$ cat config.mk
export PLATFORM = sky130hd
export DESIGN_NAME = pattern_scan_ctrl_flat
export DESIGN_NICKNAME = d
export VERILOG_FILES = /design/src/rtl/pattern_scan_ctrl_pkg.sv /design/src/rtl/pattern_scan_ctrl_if.sv /design/src/rtl/pattern_scan_ctrl_match_core.sv /design/src/rtl/pattern_scan_ctrl.sv /design/src/flat_wrapper.sv
export SDC_FILE = /design/constraint.sdc
export NUM_CORES = 1
export LEC_CHECK = 0
export CORE_ASPECT_RATIO = 1.4
export CORE_MARGIN = 8
export CORE_UTILIZATION = 34
export CTS_CLUSTER_SIZE = 8
export DETAILED_ROUTE_END_ITERATION = 7
export SLEW_MARGIN = 20
export SYNTH_ARGS = -nofsm -noshare
export SYNTH_HDL_FRONTEND = slang
export SYNTH_HIERARCHICAL = 1
export SYNTH_SLANG_ARGS = --single-unit
$ cat constraint.sdc
create_clock -name clk -period 5.3 [get_ports clk]
set_clock_uncertainty 0.1 [all_clocks]
set_input_delay 0.53 -clock clk [delete_from_list [all_inputs] [get_ports clk]]
set_output_delay 0.53 -clock clk [all_outputs]
set_load 0.02 [all_outputs]
$ cat src/rtl/pattern_scan_ctrl_pkg.sv
// pattern_scan_pkg: shared types and defaults for the pattern scan controller.
// Holds the controller state encoding and the default pattern constants.
package pattern_scan_pkg;

  typedef enum logic [1:0] {
    IDLE  = 2'd0,
    SHIFT = 2'd1,
    DONE  = 2'd2
  } state_e;

  localparam int             DEF_PAT_W = 4;
  localparam logic [3:0]     DEF_PAT   = 4'b0110;

endpackage

$ cat src/rtl/pattern_scan_ctrl_if.sv
// pattern_scan_ctrl_if: word input and result handshakes of the scan controller.
//   in_valid/in_ready/in_word      : producer -> controller word transfer
//   out_valid/out_ready            : controller -> consumer result transfer
//   out_count/out_hit              : result payload
// master = producer/consumer side, slave = controller side.
interface pattern_scan_ctrl_if #(
  parameter int WORD_W = 8,
  parameter int CNT_W  = 4
);
  logic              in_valid;
  logic              in_ready;
  logic [WORD_W-1:0] in_word;
  logic              out_valid;
  logic              out_ready;
  logic [CNT_W-1:0]  out_count;
  logic              out_hit;

  modport master (
    output in_valid, in_word, out_ready,
    input  in_ready, out_valid, out_count, out_hit
  );

  modport slave (
    input  in_valid, in_word, out_ready,
    output in_ready, out_valid, out_count, out_hit
  );
endinterface

$ cat src/rtl/pattern_scan_ctrl_match_core.sv
// pattern_match_core: bit-serial overlapping pattern matcher.
//   clk, reset  : clock, synchronous active-high reset
//   clr         : clears history, fill count and match flag
//   bit_valid   : bit_in is a new serial bit this cycle
//   bit_in      : serial data, oldest bit first
//   match       : registered, high the cycle after the bit completing a match
//   match_next  : combinational "this bit completes a match", lets the
//                 controller count the final bit of a word at the same edge
module pattern_match_core
  import pattern_scan_pkg::*;
#(
  parameter int               PAT_W = DEF_PAT_W,
  parameter logic [PAT_W-1:0] PAT   = DEF_PAT
) (
  input  logic clk,
  input  logic reset,
  input  logic clr,
  input  logic bit_valid,
  input  logic bit_in,
  output logic match,
  output logic match_next
);

  localparam int FILL_W = $clog2(PAT_W + 1);

  logic [PAT_W-1:0]  hist_q, hist_d;
  logic [FILL_W-1:0] fill_q, fill_d;
  logic              match_q;

  // History shift, saturating fill count and match detection.
  always_comb begin
    hist_d     = hist_q;
    fill_d     = fill_q;
    match_next = 1'b0;
    if (clr) begin
      hist_d = '0;
      fill_d = '0;
    end else if (bit_valid) begin
      hist_d = {hist_q[PAT_W-2:0], bit_in};
      if (fill_q < FILL_W'(PAT_W)) begin
        fill_d = fill_q + FILL_W'(1);
      end else begin
        fill_d = fill_q;
      end
      // History is never cleared on a match, so overlaps are counted.
      match_next = (fill_d == FILL_W'(PAT_W)) && (hist_d == PAT);
    end else begin
      hist_d = hist_q;
    end
  end

  // History, fill and registered match state.
  always_ff @(posedge clk) begin
    if (reset) begin
      hist_q  <= '0;
      fill_q  <= '0;
      match_q <= 1'b0;
    end else begin
      hist_q  <= hist_d;
      fill_q  <= fill_d;
      match_q <= match_next;
    end
  end

  assign match = match_q;

endmodule

$ cat src/rtl/pattern_scan_ctrl.sv
// pattern_scan_ctrl: accepts a word, scans it MSB-first through the serial
// matcher and returns the saturating match count and hit flag.
//   clk, reset  : clock, synchronous active-high reset
//   bus         : word input and result handshakes (slave side)
//   match_pulse : one-cycle pulse per detected match
//   busy        : controller not in IDLE
module pattern_scan_ctrl
  import pattern_scan_pkg::*;
#(
  parameter int               WORD_W = 8,
  parameter int               PAT_W  = DEF_PAT_W,
  parameter logic [PAT_W-1:0] PAT    = DEF_PAT,
  parameter int               CNT_W  = 4
) (
  input  logic                clk,
  input  logic                reset,
  pattern_scan_ctrl_if.slave  bus,
  output logic                match_pulse,
  output logic                busy
);

  localparam int IDX_W = (WORD_W > 1) ? $clog2(WORD_W) : 1;

  state_e            state_q, state_d;
  logic [WORD_W-1:0] word_q, word_d;
  logic [IDX_W-1:0]  idx_q, idx_d;
  logic [CNT_W-1:0]  count_q, count_d;
  logic              hit_q, hit_d;
  logic              in_ready_q, in_ready_d;
  logic              out_valid_q, out_valid_d;
  logic              busy_q, busy_d;
  logic              core_clr, core_bit_valid, core_bit;
  logic              core_match, core_match_next;

  function automatic logic [CNT_W-1:0] sat_inc(input logic [CNT_W-1:0] v);
    if (v == {CNT_W{1'b1}}) begin
      return v;
    end else begin
      return v + CNT_W'(1);
    end
  endfunction

  pattern_match_core #(.PAT_W(PAT_W), .PAT(PAT)) u_core (
    .clk        (clk),
    .reset      (reset),
    .clr        (core_clr),
    .bit_valid  (core_bit_valid),
    .bit_in     (core_bit),
    .match      (core_match),
    .match_next (core_match_next)
  );

  // Next-state, datapath and handshake decode.
  always_comb begin
    state_d        = state_q;
    word_d         = word_q;
    idx_d          = idx_q;
    count_d        = count_q;
    hit_d          = hit_q;
    core_clr       = 1'b0;
    core_bit_valid = 1'b0;
    core_bit       = word_q[idx_q];
    case (state_q)
      IDLE: begin
        if (bus.in_valid) begin
          word_d   = bus.in_word;
          idx_d    = IDX_W'(WORD_W - 1);
          count_d  = '0;
          hit_d    = 1'b0;
          core_clr = 1'b1;
          state_d  = SHIFT;
        end else begin
          state_d = IDLE;
        end
      end
      SHIFT: begin
        core_bit_valid = 1'b1;
        if (core_match_next) begin
          count_d = sat_inc(count_q);
          hit_d   = 1'b1;
        end else begin
          count_d = count_q;
        end
        if (idx_q == IDX_W'(0)) begin
          state_d = DONE;
        end else begin
          idx_d = idx_q - IDX_W'(1);
        end
      end
      DONE: begin
        if (bus.out_ready) begin
          state_d = IDLE;
        end else begin
          state_d = DONE;
        end
      end
      default: begin
        state_d = IDLE;
      end
    endcase
    // Handshake flags are registered versions of the next state.
    in_ready_d  = (state_d == IDLE);
    out_valid_d = (state_d == DONE);
    busy_d      = (state_d != IDLE);
  end

  // State, datapath and registered output flags.
  always_ff @(posedge clk) begin
    if (reset) begin
      state_q     <= IDLE;
      word_q      <= '0;
      idx_q       <= '0;
      count_q     <= '0;
      hit_q       <= 1'b0;
      in_ready_q  <= 1'b1;
      out_valid_q <= 1'b0;
      busy_q      <= 1'b0;
    end else begin
      state_q     <= state_d;
      word_q      <= word_d;
      idx_q       <= idx_d;
      count_q     <= count_d;
      hit_q       <= hit_d;
      in_ready_q  <= in_ready_d;
      out_valid_q <= out_valid_d;
      busy_q      <= busy_d;
    end
  end

  assign bus.in_ready  = in_ready_q;
  assign bus.out_valid = out_valid_q;
  assign bus.out_count = count_q;
  assign bus.out_hit   = hit_q;
  assign match_pulse   = core_match;
  assign busy          = busy_q;

endmodule
$ cat src/flat_wrapper.sv
// flat-port wrapper written by rule: the top's interface ports become plain ports
module pattern_scan_ctrl_flat import pattern_scan_pkg::*;
#(
  parameter int               WORD_W = 8,
  parameter int               PAT_W  = DEF_PAT_W,
  parameter logic [PAT_W-1:0] PAT    = DEF_PAT,
  parameter int               CNT_W  = 4
)
  (clk, reset, match_pulse, busy, bus_in_valid, bus_in_word, bus_out_ready, bus_in_ready, bus_out_valid, bus_out_count, bus_out_hit);
  pattern_scan_ctrl_if #(.WORD_W(WORD_W), .CNT_W(CNT_W)) bus_i ();
  input  logic clk;
  input  logic reset;
  output logic match_pulse;
  output logic busy;
  input wire logic [$bits(bus_i.in_valid)-1:0] bus_in_valid;
  input wire logic [$bits(bus_i.in_word)-1:0] bus_in_word;
  input wire logic [$bits(bus_i.out_ready)-1:0] bus_out_ready;
  output wire logic [$bits(bus_i.in_ready)-1:0] bus_in_ready;
  output wire logic [$bits(bus_i.out_valid)-1:0] bus_out_valid;
  output wire logic [$bits(bus_i.out_count)-1:0] bus_out_count;
  output wire logic [$bits(bus_i.out_hit)-1:0] bus_out_hit;
  assign bus_i.in_valid = bus_in_valid;
  assign bus_i.in_word = bus_in_word;
  assign bus_i.out_ready = bus_out_ready;
  assign bus_in_ready = bus_i.in_ready;
  assign bus_out_valid = bus_i.out_valid;
  assign bus_out_count = bus_i.out_count;
  assign bus_out_hit = bus_i.out_hit;
  pattern_scan_ctrl #(.WORD_W(WORD_W), .PAT_W(PAT_W), .PAT(PAT), .CNT_W(CNT_W)) u_core (.clk(clk), .reset(reset), .bus(bus_i), .match_pulse(match_pulse), .busy(busy));
endmodule
# ---- After elaboration in Yosys (flattened, before gate mapping)
# Cells that the tools add are included.
dict set report classes {
  reduce_logical 11
  mux 24
  eq_ne 10
  n_addsub 3
  n_lt_le_gt_ge 2
}
# operator count
set op_table {}
lappend op_table {{two-way mux 3 bit} 5}
lappend op_table {{two-way mux 4 bit} 3}
lappend op_table {{two-way mux 1 bit} 9}
lappend op_table {{one-hot mux 4 bit (2 select lines)} 1}
lappend op_table {{inequality test 2 bit, second input constant} 3}
lappend op_table {{one-hot mux 2 bit (3 select lines)} 1}
lappend op_table {{one-hot mux 3 bit (2 select lines)} 1}
lappend op_table {{AND reduction 3 bit} 2}
lappend op_table {{adder 4 x 1 -> 4 bit, second input constant} 1}
lappend op_table {{equality test 2 bit, second input constant} 2}
lappend op_table {{equality test 4 x 3 -> 1 bit, second input constant} 1}
lappend op_table {{equality test 4 bit, second input constant} 1}
lappend op_table {{zero test 2 bit} 2}
lappend op_table {{less-than comparator 3 x 4 -> 1 bit, second input constant} 1}
lappend op_table {{two-way mux 2 bit} 2}
lappend op_table {{AND reduction 4 bit} 1}
lappend op_table {{nonzero test 2 bit} 2}
lappend op_table {{adder 3 x 1 -> 3 bit, second input constant} 1}
lappend op_table {{binary-select mux 1 bit (select 3 bit)} 1}
lappend op_table {{equality test 3 bit, second input constant} 1}
lappend op_table {{zero test 3 bit} 1}
lappend op_table {{less-than comparator 3 bit, second input constant} 1}
lappend op_table {{subtractor 3 x 1 -> 3 bit, second input constant} 1}
lappend op_table {{equality test 2 x 1 -> 1 bit, second input constant} 1}
lappend op_table {{5 further kinds} 5}
dict set report totals {
  in_bits 12
  reg_bits 28
  out_inout_bits 9
  word_cells 61
}

# ---- Depth between registers and ports, before layout
dict set report logic_depth {
  ltp_word 10
  ltp_mapped 8
  depth_no_buf 7
}

# ---- Hierarchy
# The synthesis kept the hierarchy.
# module n_inst area_each_um2 cells_per_inst seq_area_each_um2
set modules_own_cells {}
lappend modules_own_cells {pattern_scan_ctrl 1 974.7 104 420.4}
lappend modules_own_cells {pattern_match_core 1 299.0 31 140.1}

# ---- Worst setup path before layout
# OpenSTA, ideal clock, no wires.
dict set report synth_path {
  path_type {register -> register}
  from {register u_core.idx_q[0]}
  to {register u_core.count_q[0] (netlist: u_core/bus.out_count[0])}
  path_stages_with_launch 8
  setup_ps 70
  setup_slack_ps 2902
  t_arrival_ps 2228
  n_path_buf 0
  t_required_ps 5130
  synth_period_minus_slack_ps 2398
  cell_sequence {dfxtp_1 mux4_2 mux2_2 nand2b_1 nor4_1 nand3b_1 or3_1 a21oi_1}
}
dict set report synth_via {
  elab_chain_len 8
}
# element line_no
set synth_rtl {}
lappend synth_rtl {{start, declared} pattern_scan_ctrl.sv:26} ;# logic [IDX_W-1:0] idx_q, idx_d;
lappend synth_rtl {{start signal, assigned} pattern_scan_ctrl.sv:121} ;# idx_q <= idx_d;
lappend synth_rtl {{binary-select mux 1 bit (select 3 bit)} pattern_scan_ctrl.sv:62} ;# core_bit = word_q[idx_q];
lappend synth_rtl {{two-way mux 1 bit (not written as such)} pattern_scan_ctrl.sv:62}
lappend synth_rtl {{net u_core.core_bit} pattern_scan_ctrl.sv:32} ;# logic core_clr, core_bit_valid, core_bit;
lappend synth_rtl {{equality test 4 x 3 -> 1 bit} pattern_scan_ctrl_match_core.sv:46} ;# match_next = (fill_d == FILL_W'(PAT_W)) && (hist_d == PAT);
lappend synth_rtl {{logical AND 1 bit} pattern_scan_ctrl_match_core.sv:46}
lappend synth_rtl {{two-way mux 1 bit} pattern_scan_ctrl_match_core.sv:38} ;# end else if (bit_valid) begin
lappend synth_rtl {{two-way mux 1 bit} pattern_scan_ctrl_match_core.sv:35} ;# if (clr) begin
lappend synth_rtl {{net u_core.core_match_next} pattern_scan_ctrl.sv:33} ;# logic core_match, core_match_next;
lappend synth_rtl {{inequality test 2 x 1 -> 1 bit (no line)} n/a}
lappend synth_rtl {{AND reduction 4 bit (no line)} n/a}
lappend synth_rtl {{end signal, assigned} pattern_scan_ctrl.sv:122} ;# count_q <= count_d;
lappend synth_rtl {{end, declared} pattern_scan_ctrl.sv:27} ;# logic [CNT_W-1:0] count_q, count_d;
# The timed path passes the listed nets, and every way through them passes these cells. The select of a mux whose other input is x is not followed.
# A chain may end at the register's enable or synchronous reset.

# ---- Final worst setup path
dict set report layout_path {
  from {input port bus_in_valid}
  to {register u_core.count_q[0] (netlist: u_core/bus.out_count[0])}
}
dict set report layout_via {
  elab_chain_len 5
  elab_cells_between_ends 6
  classes_between {eq/ne (2); mux (3); reduce/logical (1)}
}
# element line_no
set layout_rtl {}
lappend layout_rtl {{start, declared} flat_wrapper.sv:15} ;# input wire logic [$bits(bus_i.in_valid)-1:0] bus_in_valid;
lappend layout_rtl {{two-way mux 1 bit} pattern_scan_ctrl.sv:65} ;# if (bus.in_valid) begin
lappend layout_rtl {{two-way mux 1 bit} pattern_scan_ctrl.sv:63} ;# case (state_q)
lappend layout_rtl {{net u_core.core_clr} pattern_scan_ctrl.sv:32}
lappend layout_rtl {{two-way mux 1 bit} pattern_scan_ctrl_match_core.sv:35}
lappend layout_rtl {{net u_core.core_match_next} pattern_scan_ctrl.sv:33}
lappend layout_rtl {{inequality test 2 x 1 -> 1 bit (no line)} n/a}
lappend layout_rtl {{AND reduction 4 bit (no line)} n/a}
# The timed path passes the listed nets, and every way through them passes these cells.

==> impl_results.md <==
- Leak pwr: 0.561 nW
- Fraction of layout instances using a drive strength above 1: 8.61%
- Antenna violations before repair: 0
- Minimum clock period: 2.87 ns
- Die area: 5990 um2
- Post-synth top area share: 44.0%
- CTS buffer count: 3
- Placed cell area: 1480 um2
- GPL Wtd Cong: 0.724
- Initial DRT Pass Iterations: 4
- Pre-CTS setup slack: 2.20 ns
- Layout Cells excl Fill: 193
- Vias in the first global route: 1055
- Final Setup Violations: 0
- Hold crit path type: register to register
- Global-route wire length before repair: 4560 um
- Syn_nets: 151
- Row cnt: 26
- DIE HEIGHT: 88.4 um
- Grt total ovfl: 0
- Post-route cell area: 1520 um2
- Setup CP Type: input port to register
- Area growth from synthesis to layout: 19.2%
- Placed insts: 190
- Worst-Skew Late Latency: 0.27 ns
- Synth Instances: 135
- Vias/cell: 5.19
- GR Layer Usage met3: 2.15%
- Hold depth: 2
- Setup TNS Final: 0 ns
- # diodes: 0
- Reg2Reg Setup Slack: 2.47 ns
- Most area-consuming cells after synthesis: dfxtp_1 44%, a21oi_1 6.7%, mux2i_1 5.5%, nand2_1 4.7%, ha_1 3.9%
- Top FF cell, synth: dfxtp_1
- Root buf cell: clkbuf_8
- Clock tree buffer depth: 2
- Syn_area_per_cell: 9.43 um2
- Slew Viols, Final: 0
- Avg WL per Cell: 13.9 um
- # DRC: 0
- FMAX: 349 MHz
- Hpwl dp: 2040 um
- H-tree lvl count: 1
- I/O pin count: 21
- CTS sink count: 28
- Final period utilization: 54.1%
- RSZ-0062 raised after global routing: false
- Post-CTS Setup Inserts: 0
- Hold path start: u_core/word_q[7]
- Most Crowded Layer GR: met2
- Worst r2r src: u_core/state_q[0]
- Yosys reg bits: 28
- Yosys top cell by area: dfxtp_1
- Hold EP: u_core/word_q[7]
- PortBufs: 20
- Worst slew margin: 43.3%
- Worst setup EP type: register
- Startpoint type of the worst setup path: input port
- Largest net degree at the start of global routing: 23
- Slew @ Worst Pin: 0.849 ns
- DR vias: 1001
- Peak fanout along the critical path: 14
- Number of synthesized flops with an enable pin: 0
- GRT Total Usage: 9.62%
- Synth cell count leaders: 28 x dfxtp_1, 17 x a21oi_1, 16 x nand2_1, 9 x nor2_1, 7 x mux2i_1
- Reg2Reg Depth: 6
- Hold_buf cts: 0
- PD cells: 278 nW/um2
- Sequential element share of the synthesized area: 44.0%
- Resized Gates After CTS: 0
- Initial DRC count: 33
- Global routing usage on met1: 10.1%
- CTS clk-pin slew, worst paths: 0.09 ns
- Netlist Area Pre-Place: 1270 um2
- R2R Path End: u_core/bus.out_count[0]
- Fin. Hold Viols: 0
- Nets: 169
- GRT met2 Usage: 17.5%
- Max Cap Viol: 0
- Post-Route WL: 2680 um
- Initial core utilization: 35.3%
- Core area: 3610 um2
- Final WS setup: 2.43 ns
- Async SR Flop Fraction: 0%
- Cell with the most instances after synthesis: dfxtp_1
- Synth unique cells: 36
- Outcome: completed
- Synth warn: 6
- Die Span X: 67.7 um
- Post-route ant nets: 0
- Arr. time, crit path: 2.95 ns
- VDD IR max: 160 uV
- CTS tree: yes
- WP data required: 5.39 ns
==> cells in the final DEF, fill, tap and decap left out, types with 3 or more instances in the layout <==
cell type,count
ha_1,4
mux2i_1,7
nand3b_1,5
nor2_1,9
dfxtp_1,28
nand2_1,16
a21oi_1,17
o211ai_1,3
clkdlybuf4s50_1,20
nand2b_1,4
nor2b_1,4
inv_1,3
clkbuf_8,3
==> metrics by stage <==
step | utilization, % | hold slack, ns | power [mW]
floorplan | - | 0.333 | 0.297
global placement | 40.9 | 0.344 | 0.314
detailed placement | 40.9 | 0.352 | 0.317
CTS | 42.0 | 0.365 | 0.430
global route | 42.0 | 0.388 | 0.450
finish | 42.0 | 0.366 | 0.422
==> area by class of cell <==
cell class | instances | area (um2)
Timing Repair Buffer | 20 | 200
Multi-Input combinational cell | 96 | 643
Clock buffer | 3 | 41.3
Sequential cell | 28 | 561
Tap cell | 42 | 52.6
Fill cell | 359 | 2090
Inverter | 4 | 20.0
==> critical path, stage by stage <==
cell             delay, ns
clkdlybuf4s50_1       0.43
or3b_1                0.52
clkinv_4              0.20
nor4_1                0.49
nand3b_1              0.23
or3_1                 0.38
a21oi_1               0.16
==> logic make-up after synthesis <==
logic type	synth area share, %
AO/OA/AOI/OAI	13.1
adder cells (fa/ha/maj)	3.93
multiplexers	9.92
buffers and inverters	5.50
AND/OR/NAND/NOR	22.9
XOR/XNOR	0.688
flip-flops	44.0
==> state kept, by name, indices dropped and copies added, names as in the netlist <==
register,flops
u_core/word_q,8
u_core/bus.out_count,4
u_core/idx_q,3
u_core/u_core/fill_q,3
u_core/u_core/hist_q,3
u_core/state_q,2
u_core/bus.in_ready,1
u_core/bus.out_hit,1
u_core/bus.out_valid,1
u_core/busy,1
u_core/u_core/match,1
==> where the power goes <==
group | switching [mW] | internal (mW) | leakage, nW | total [mW]
registers | 0.0124 | 0.223 | 0.229 | 0.236
clock network | 0.0609 | 0.0509 | 0.0216 | 0.112
logic | 0.0372 | 0.0377 | 0.311 | 0.0750
total | 0.111 | 0.312 | 0.561 | 0.422
==> layer usage <==
metal	routed length [um]	share of wire, %	vias up
li1	-	-	502
met1	1140	43	484
met2	1440	54	13
met3	75	2.8	2
met4	23	0.86	0
met5	0	0	-
==> how the worst max path moves through the flow <==
| stage | start | to | slack, ns | cells after the start |
|---|---|---|---|---|
| 2_1_floorplan | u_core/idx_q[0] | u_core/bus.out_count[0] | 2.90 | 7 |
| 3_3_place_gp | bus_in_valid | u_core/bus.out_count[0] | 2.36 | 7 |
| 3_5_place_dp | bus_in_valid | u_core/bus.out_count[3] | 2.20 | 7 |
| 4_1_cts | u_core/state_q[0] | u_core/bus.out_count[0] | 2.46 | 6 |
| 5_1_grt | u_core/state_q[0] | u_core/bus.out_count[0] | 2.22 | 6 |
| 6_report | bus_in_valid | u_core/bus.out_count[0] | 2.43 | 7 |
Note: power is estimated with default switching activity, not from simulation.
